<file path="src/rtl/ccff_chain_loader.sv">
// Configuration-chain loader: takes host words over valid/ready and shifts them MSB-first into one ccff chain.
// Define CCFF_READBACK_EN to add a recirculating verify pass that sets a sticky error flag on readback mismatch.
module ccff_chain_loader #(
    parameter int CHAIN_LEN = 32,
    parameter int WORD_W    = 8,
    parameter int CNT_W     = $clog2(CHAIN_LEN + 1)
) (
    input  logic              prog_clk,
    input  logic              prog_reset,
    input  logic              start,
    input  logic [WORD_W-1:0] word_in,
    input  logic              word_valid,
    output logic              word_ready,
    output logic              ccff_head,
    output logic              chain_clk_en,
    input  logic              ccff_tail,
    output logic              busy,
    output logic              done,
    output logic              error
);

    typedef enum logic [2:0] {
        S_IDLE,
        S_WAIT_WORD,
        S_SHIFT,
`ifdef CCFF_READBACK_EN
        S_VERIFY,
`endif
        S_DONE
    } state_t;

    state_t             state_q, state_d;
    logic [WORD_W-1:0]  sreg_q, sreg_d;
    logic [CNT_W-1:0]   remaining_q, remaining_d;
    logic [CNT_W-1:0]   bit_cnt_q, bit_cnt_d;
    logic [CNT_W-1:0]   first_cnt;
    logic               word_ready_q, word_ready_d;
    logic               head_q, head_d;
    logic               clk_en_q, clk_en_d;
    logic               busy_q, busy_d;
    logic               done_q, done_d;
`ifdef CCFF_READBACK_EN
    logic [CHAIN_LEN-1:0] shadow_q, shadow_d;
    logic                 error_q, error_d;
`endif

    // Bits to take from the word being accepted: a full word, or whatever is left of the chain.
    always_comb begin
        if (32'(remaining_q) >= 32'(WORD_W)) first_cnt = CNT_W'(WORD_W);
        else                                 first_cnt = remaining_q;
    end

    always_comb begin
        state_d      = state_q;
        sreg_d       = sreg_q;
        remaining_d  = remaining_q;
        bit_cnt_d    = bit_cnt_q;
        word_ready_d = 1'b0;
        head_d       = head_q;
        clk_en_d     = 1'b0;
        busy_d       = busy_q;
        done_d       = 1'b0;
`ifdef CCFF_READBACK_EN
        shadow_d     = shadow_q;
        error_d      = error_q;
`endif
        unique case (state_q)
            S_IDLE: begin
                if (start) begin
                    state_d      = S_WAIT_WORD;
                    busy_d       = 1'b1;
                    word_ready_d = 1'b1;
                    remaining_d  = CNT_W'(CHAIN_LEN);
`ifdef CCFF_READBACK_EN
                    error_d      = 1'b0;
`endif
                end
            end
            S_WAIT_WORD: begin
                word_ready_d = 1'b1;
                if (word_valid && word_ready_q) begin
                    state_d      = S_SHIFT;
                    word_ready_d = 1'b0;
                    head_d       = word_in[WORD_W-1];
                    sreg_d       = word_in << 1;
                    clk_en_d     = 1'b1;
                    bit_cnt_d    = first_cnt;
                end
            end
            S_SHIFT: begin
                // remaining counts the bit currently on ccff_head, so the chain is full when it reads 1.
                remaining_d = remaining_q - CNT_W'(1);
                bit_cnt_d   = bit_cnt_q - CNT_W'(1);
`ifdef CCFF_READBACK_EN
                shadow_d    = (shadow_q << 1) | CHAIN_LEN'(head_q);
`endif
                if (remaining_q == CNT_W'(1)) begin
`ifdef CCFF_READBACK_EN
                    state_d     = S_VERIFY;
                    clk_en_d    = 1'b1;
                    remaining_d = CNT_W'(CHAIN_LEN);
`else
                    state_d     = S_DONE;
                    done_d      = 1'b1;
                    busy_d      = 1'b0;
`endif
                end else if (bit_cnt_q == CNT_W'(1)) begin
                    state_d      = S_WAIT_WORD;
                    word_ready_d = 1'b1;
                end else begin
                    clk_en_d = 1'b1;
                    head_d   = sreg_q[WORD_W-1];
                    sreg_d   = sreg_q << 1;
                end
            end
`ifdef CCFF_READBACK_EN
            S_VERIFY: begin
                head_d      = ccff_tail;
                remaining_d = remaining_q - CNT_W'(1);
                shadow_d    = (shadow_q << 1) | CHAIN_LEN'(shadow_q[CHAIN_LEN-1]);
                if (ccff_tail != shadow_q[CHAIN_LEN-1]) error_d = 1'b1;
                if (remaining_q == CNT_W'(1)) begin
                    state_d = S_DONE;
                    done_d  = 1'b1;
                    busy_d  = 1'b0;
                end else begin
                    clk_en_d = 1'b1;
                end
            end
`endif
            S_DONE: begin
                state_d = S_IDLE;
            end
            default: begin
                state_d = S_IDLE;
            end
        endcase
    end

    always_ff @(posedge prog_clk) begin
        if (prog_reset) begin
            state_q      <= S_IDLE;
            sreg_q       <= '0;
            remaining_q  <= '0;
            bit_cnt_q    <= '0;
            word_ready_q <= 1'b0;
            head_q       <= 1'b0;
            clk_en_q     <= 1'b0;
            busy_q       <= 1'b0;
            done_q       <= 1'b0;
`ifdef CCFF_READBACK_EN
            shadow_q     <= '0;
            error_q      <= 1'b0;
`endif
        end else begin
            state_q      <= state_d;
            sreg_q       <= sreg_d;
            remaining_q  <= remaining_d;
            bit_cnt_q    <= bit_cnt_d;
            word_ready_q <= word_ready_d;
            head_q       <= head_d;
            clk_en_q     <= clk_en_d;
            busy_q       <= busy_d;
            done_q       <= done_d;
`ifdef CCFF_READBACK_EN
            shadow_q     <= shadow_d;
            error_q      <= error_d;
`endif
        end
    end

    assign word_ready   = word_ready_q;
    assign chain_clk_en = clk_en_q;
    assign busy         = busy_q;
    assign done         = done_q;
`ifdef CCFF_READBACK_EN
    // Recirculation needs the tail bit in the same cycle, so VERIFY bypasses the head register.
    assign ccff_head = (state_q == S_VERIFY) ? ccff_tail : head_q;
    assign error     = error_q;
`else
    logic unused_tail;
    assign unused_tail = ccff_tail;
    assign ccff_head   = head_q;
    assign error       = 1'b0;
`endif

endmodule

</file>
<file path="config.mk">
export PLATFORM = sky130hd
export DESIGN_NAME = ccff_chain_loader
export DESIGN_NICKNAME = d
export VERILOG_FILES = /design/src/rtl/ccff_chain_loader.sv
export SDC_FILE = /design/constraint.sdc
export NUM_CORES = 1
export LEC_CHECK = 0
export BUFFER_PORTS_ARGS = -buffer_cell sky130_fd_sc_hd__buf_2
export CORE_ASPECT_RATIO = 2
export CORE_MARGIN = 2
export CORE_UTILIZATION = 45
export DETAILED_ROUTE_END_ITERATION = 8
export GPL_ROUTABILITY_DRIVEN = 0
export MAX_ROUTING_LAYER = met4
export SYNTH_ARGS = -nofsm -noshare
export SYNTH_HDL_FRONTEND = slang
export SYNTH_SLANG_ARGS = --single-unit
</file>
<file path="constraint.sdc">
create_clock -name prog_clk -period 4.6 [get_ports prog_clk]
set_clock_uncertainty 0.2 [all_clocks]
set_input_delay 0.23 -clock prog_clk [delete_from_list [all_inputs] [get_ports prog_clk]]
set_output_delay 0.23 -clock prog_clk [all_outputs]
set_load 0.1 [all_outputs]
</file>
# Yosys cells after proc, flatten, opt, wreduce, memory -nomap -nowiden
# Index checks and enable logic that the tools add are counted.
dict set report word_totals {
  elab_cells 64
  ff_bits 28
  out_inout_bits 6
}
dict set report op_classes {
  bitwise 1
  addsub 2
  order_cmp 1
  n_eq_ne 10
  reduce_logical 10
  muxes 31
}
# operator count
set op_table {}
lappend op_table {{$mux W8} 3}
lappend op_table {{$pmux W6 S2} 2}
lappend op_table {{$mux W6} 3}
lappend op_table {{$pmux W8 S2} 1}
lappend op_table {{$mux W1} 13}
lappend op_table {{$eq A6 B1 Y1 const B} 2}
lappend op_table {{$mux W3} 4}
lappend op_table {{$sub A6 B1 Y6 const B} 2}
lappend op_table {{$ne A2 B2 Y1 const B} 5}
lappend op_table {{$pmux W3 S3} 1}
lappend op_table {{$ge A6 B4 Y1 const B} 1}
lappend op_table {{$pmux W1 S2} 3}
lappend op_table {{$reduce_and A3 Y1} 2}
lappend op_table {{$reduce_and A2 Y1} 2}
lappend op_table {{$reduce_and A4 Y1} 1}
lappend op_table {{$reduce_bool A2 Y1} 2}
lappend op_table {{$eq A3 B1 Y1 const B} 1}
lappend op_table {{$eq A3 B2 Y1 const B} 1}
lappend op_table {{$logic_not A3 Y1} 1}
lappend op_table {{$ne A3 B3 Y1 const B} 1}
lappend op_table {{$pmux W1 S3} 1}
lappend op_table {{$reduce_or A2 Y1} 1}
lappend op_table {{$logic_and A1 B1 Y1} 1}
lappend op_table {{$not A1 Y1} 1}

# Logic depth before layout (Yosys ltp)
dict set report logic_depth {
  depth_word 4
  depth_mapped 9
}

# Worst setup path after synthesis
# Ideal clock, no wire load.
dict set report synth_path {
  path_type {flip-flop to flip-flop}
  start {reg word_ready_q (netlist: word_ready)}
  end {reg bit_cnt_q[2]}
  t_required_ns 4.272
  n_path_buf 1
  setup_time_ns 0.128
  path_stages_with_launch 7
  setup_slack_ns 2.230
  arrival_ns 2.042
  cell_sequence {dfxtp_1 > nand3_1 > o21ai_1 > buf_2 > o21ai_0 > a22oi_1 > nor2_1}
}
dict set report synth_via {
  elab_chain_cells 3
}
# item line
set synth_lines {}
lappend synth_lines {{from (decl)} 37} ;# logic word_ready_q, word_ready_d;
lappend synth_lines {{from (signal assigned)} 160} ;# word_ready_q <= word_ready_d;
lappend synth_lines {{$logic_and A1 B1 Y1} 81} ;# if (word_valid && word_ready_q) begin
lappend synth_lines {{$ne A2 B2 Y1 (no source line)} --}
lappend synth_lines {{$reduce_and A2 Y1 (no source line)} --}
lappend synth_lines {{to (signal assigned)} 159} ;# bit_cnt_q <= bit_cnt_d;
lappend synth_lines {{to (decl)} 35} ;# logic [CNT_W-1:0] bit_cnt_q, bit_cnt_d;
# Every way passes these cells.
# A chain may end at the register's enable or synchronous reset.

# Final worst setup path
dict set report layout_path {
  start {reg state_q[0]}
  end {reg bit_cnt_q[4]}
}
dict set report layout_via {
  elab_chain_cells 3
}
# item line
set layout_lines {}
lappend layout_lines {{from (decl)} 32} ;# state_t state_q, state_d;
lappend layout_lines {{from (signal assigned)} 156} ;# state_q <= state_d;
lappend layout_lines {{$eq A3 B1 Y1 or $eq A3 B2 Y1 (tied branches)} 67} ;# unique case (state_q)
lappend layout_lines {{$ne A2 B2 Y1 (no source line) or $reduce_bool A2 Y1 (tied branches)} --}
lappend layout_lines {{$reduce_and A2 Y1 (no source line)} --}
# Several ways; a longest one is shown, not always the timed one.

==> impl_table.tex <==
\begin{tabular}{lr}
\hline
Metric & Value \\
\hline
\multicolumn{2}{l}{\textbf{Layout}} \\
\quad Synth-to-Final Area Change & 10.9\% \\
\quad Area used by sequential logic in the layout & around 520 um2 \\
\quad \# fillers & 294 \\
\quad Antenna cells & 0 \\
\quad Multi-input gate area in the final layout & about 800 um2 \\
\quad Share of final-layout standard cells stronger than drive strength 1 & 17.1\% \\
\quad Fin nets & 198 \\
\multicolumn{2}{l}{\textbf{Placed design}} \\
\quad Placed wire-length estimate & 2110 um \\
\quad Count of buffers inserted at the top-level ports & 16 \\
\quad Post-Place Setup Slack & 2.29 ns \\
\multicolumn{2}{l}{\textbf{STA}} \\
\quad Achievable frequency & 434 MHz \\
\quad Final setup TNS & 0 ns \\
\quad Final count of hold timing violations & 0 \\
\quad Min cycle time layout & 2.31 ns \\
\quad Portion of the clock cycle consumed by the worst path in the final layout & 50.1\% \\
\quad Tightest slew margin relative to the limit & 60.0\% \\
\quad Worst slew pin tran & approximately 0.6 ns \\
\quad Final Setup Violations & 0 \\
\quad Final max-slew violation count & 0 \\
\quad Unrepaired setup endpoints after global routing & no \\
\quad Final hold slack & between 0.07 and 0.08 ns \\
\quad Final worst-path setup slack & 2.29 ns \\
\multicolumn{2}{l}{\textbf{Global route}} \\
\quad Global route overflow & 0 \\
\quad Met1 global-route usage & 20.1\% \\
\quad Met2 capacity usage during global routing & a little under a third \\
\quad Largest net degree at the start of global routing & 27 \\
\quad Overall global routing resource usage & a little under a fifth \\
\quad Global-route wire length before repair & just over 5000 um \\
\quad Met3 usage & under 10\% \\
\quad Via count of the first global-routing pass & 1,186 \\
\quad Layer carrying the most global-route usage & met2 \\
\quad Initial antenna violation count & 0 \\
\multicolumn{2}{l}{\textbf{Synthesis}} \\
\quad Commonest cells post-synth & 26 x sky130\_fd\_sc\_hd\_\_dfxtp\_1, 17 x sky130\_fd\_sc\_hd\_\_a21oi\_1, 16 x sky130\_fd\_sc\_hd\_\_nor2\_1, 11 x sky130\_fd\_sc\_hd\_\_nand2\_1 \\
\quad Synthesized Nets & 184 \\
\quad Most used DFF post-synth & sky130\_fd\_sc\_hd\_\_dfxtp\_1 \\
\quad Count leader, synth & sky130\_fd\_sc\_hd\_\_dfxtp\_1 \\
\quad Fraction of synthesis flops using an asynchronous set or reset pin & 0\% \\
\quad Area fraction in compound gates after synthesis & 20.8\% \\
\quad Count of yosys warnings during synthesis & 0 \\
\quad Post-synthesis simple-gate area fraction & approximately a fifth \\
\quad Cell area after technology mapping & 1410 um2 \\
\quad Leading area contributor after synthesis & sky130\_fd\_sc\_hd\_\_dfxtp\_1 \\
\quad Post-Synth Adder-Cell Area & roughly 8.0\% \\
\quad Synth top area cells & sky130\_fd\_sc\_hd\_\_dfxtp\_1 37\%, sky130\_fd\_sc\_hd\_\_ha\_1 8.0\%, sky130\_fd\_sc\_hd\_\_mux2i\_1 6.4\% \\
\quad Number of flops mapped to enable cells by yosys & 0 \\
\quad Distinct cell type count of the synthesized netlist & 38 \\
\quad Number of synthesized register bits & 26 \\
\quad Portion of the post-synthesis area used by sequential elements & 37.0\% \\
\quad Avg Cell Area, Syn & a little under 9 um2 \\
\quad Combinational family with the most area after synthesis & compound AO/OA/AOI/OAI gates \\
\quad Instance count of the mapped netlist & 162 \\
\quad Share of cell area taken by muxes after synthesis & 6.41\% \\
\quad Xor-xnor portion of the synthesized cell area & 2.49\% \\
\quad Portion of synthesized cell area occupied by the leading cell type & 37.0\% \\
\multicolumn{2}{l}{\textbf{Min path}} \\
\quad Count of cells along the worst hold path & 3 \\
\quad Worst Hold Endpoint & word\_ready \\
\quad Worst Hold Class & in -> reg \\
\quad Worst min-delay path startpoint & start \\
\multicolumn{2}{l}{\textbf{Critical path}} \\
\quad RR Endpoint & bit\_cnt\_q[4] \\
\quad CP Data Arrival Time & $\sim$2.3 ns \\
\quad Worst Setup End Kind & flop \\
\quad Reg-to-reg setup timing slack & 2.29 ns \\
\quad Critical path fanouts, max & 21 \\
\quad Startpoint kind of the worst setup timing path & flop \\
\quad Launch point of the worst reg-to-reg path & state\_q[0] \\
\quad Origin of the worst setup path & state\_q[0] \\
\quad Cell depth of the worst flop-to-flop path & 8 \\
\quad Required @ worst endpoint & 4.55 ns \\
\quad Critical path class & reg -> reg \\
\multicolumn{2}{l}{\textbf{Die}} \\
\quad Initial cell density of the core & a little under half \\
\quad Area of the die & 3620 um2 \\
\quad Row Count & 28 \\
\quad Die X-Extent & $\sim$44 um \\
\quad Number of primary I/O pins & 19 \\
\quad Placeable core region & 2980 um2 \\
\quad Vertical die dimension & 83.1 um \\
\multicolumn{2}{l}{\textbf{Flow run}} \\
\quad Max cap viols & 0 \\
\multicolumn{2}{l}{\textbf{Pwr}} \\
\quad Power density over the cells & $\sim$580 nW/um2 \\
\quad Static leakage power & 0.586 nW \\
\quad Maximum resistive drop on vdd & 0.000276 V \\
\multicolumn{2}{l}{\textbf{Drt}} \\
\quad Routed vias/inst & 5.75 \\
\quad Total via count after detailed routing & 1,179 \\
\quad Remaining design rule violation count & 0 \\
\quad Drt first pass iters & 4 \\
\quad Final wirelength & slightly below 3000 um \\
\quad Average wire per standard cell & 14.2 um \\
\quad Violation count after the first detailed-routing iteration & 16 \\
\quad Post-route antenna net violation count & 0 \\
\multicolumn{2}{l}{\textbf{Clocking}} \\
\quad TritonCTS clock tree & built \\
\quad Cells resized by post-CTS repair & 0 \\
\quad Root Buffer Master & sky130\_fd\_sc\_hd\_\_clkbuf\_8 \\
\quad Number of clock buffers inserted by TritonCTS & 3 \\
\quad Clock latency on the worst-skew pair & 0.27 ns \\
\quad Clock slew at the register clock pins of the worst setup and hold paths & 0.09 ns \\
\quad Sinks on Clock Net & 26 \\
\quad Maximum level of the CTS H-tree & 1 \\
\quad Buffer depth of the longest clock path & 2 \\
\multicolumn{2}{l}{\textbf{Status}} \\
\quad Status & complete, no violations \\
\hline
\end{tabular}
[layout make-up]
| cell class | count | area share (%) |
|---|---|---|
| sequential | 26 | 33.4 |
| clock buffer | 4 | 3.53 |
| multi-input combinational | 116 | 51.5 |
| inverter | 10 | 2.41 |
| tap | 30 | 2.41 |
| timing repair buffer | 19 | 6.74 |
[routing by layer]
metal | vias to the layer above | share of wire [%]
met2 | 21 | 54
met5 | - | 0
met1 | 547 | 42
met4 | 0 | 2.2
met3 | 7 | 2.6
li1 | 604 | -
[placed cells by master (no fill, tap or decap), types with 2 or more instances in the layout]
master                     count
sky130_fd_sc_hd__nand3_1       4
sky130_fd_sc_hd__buf_2        16
sky130_fd_sc_hd__mux2i_1       9
sky130_fd_sc_hd__nor3_1        5
sky130_fd_sc_hd__a22oi_1       3
sky130_fd_sc_hd__xnor2_1       3
sky130_fd_sc_hd__nor2_1       16
sky130_fd_sc_hd__nor4_1        3
sky130_fd_sc_hd__dfxtp_1      26
sky130_fd_sc_hd__nand2_1      11
sky130_fd_sc_hd__o21ai_0       3
sky130_fd_sc_hd__ha_1          9
sky130_fd_sc_hd__clkbuf_8      4
sky130_fd_sc_hd__or3_1         3
sky130_fd_sc_hd__inv_1         9
sky130_fd_sc_hd__a221oi_1      2
sky130_fd_sc_hd__buf_4         2
sky130_fd_sc_hd__a21oi_1      17
sky130_fd_sc_hd__a311oi_1      8
sky130_fd_sc_hd__a211oi_1      2
sky130_fd_sc_hd__nor3b_1       3
[kinds of logic after synthesis]
group,after synthesis
flops,26
xor+xnor,4
mux,9
buf+inv,20
fa+ha+maj,9
simple gates,51
other cells,1
compound gates,42
[metrics by stage]
stage          cell area [um2]  instances  utilization, %  power (mW)
3_5_place_dp              1490        200            50.2       0.761
3_3_place_gp              1490        200            50.2       0.752
2_1_floorplan             1410        162               -       0.679
5_1_grt                   1560        205            52.4       0.980
4_1_cts                   1560        205            52.4       0.914
6_report                  1560        205            52.4       0.906
[sequential cells by signal, indices dropped and copies added (netlist names)]
register / flops
chain_clk_en: 1
sreg_q: 7
done: 1
word_ready: 1
ccff_head: 1
remaining_q: 6
busy: 1
state_q: 2
bit_cnt_q: 6
[power breakdown]
part	internal, mW	switching (mW)	leakage (nW)
Clock	0.0766	0.0729	0.0288
Sequential	0.282	0.0462	0.212
Combinational	0.165	0.263	0.345
Total	0.524	0.382	0.586
[what timing repair did]
action / 4_1_cts / 5_1_grt
setup buffers: 0 / 0
hold buffers: 1 / 0
endpoints found under the hold margin: 1 / 0
[worst max-delay path by stage]
stage / slack (ns) / end / depth (start not counted)
floorplan: 2.23 / bit_cnt_q[2] / 6
global placement: 2.36 / bit_cnt_q[4] / 8
detailed placement: 2.29 / bit_cnt_q[4] / 8
CTS: 2.27 / bit_cnt_q[4] / 8
global route: 2.07 / bit_cnt_q[5] / 8
finish: 2.29 / bit_cnt_q[4] / 8
[critical path, stage by stage (launching register included)]
cell and delay [ns]:
sky130_fd_sc_hd__dfxtp_1 0.37, sky130_fd_sc_hd__inv_1 0.10, sky130_fd_sc_hd__ha_1 0.22, sky130_fd_sc_hd__buf_4 0.30
sky130_fd_sc_hd__inv_2 0.13, sky130_fd_sc_hd__o21a_1 0.27, sky130_fd_sc_hd__nor4b_1 0.35, sky130_fd_sc_hd__xnor2_1 0.17
sky130_fd_sc_hd__nor3_1 0.06
(Power assumes the default switching activity.)
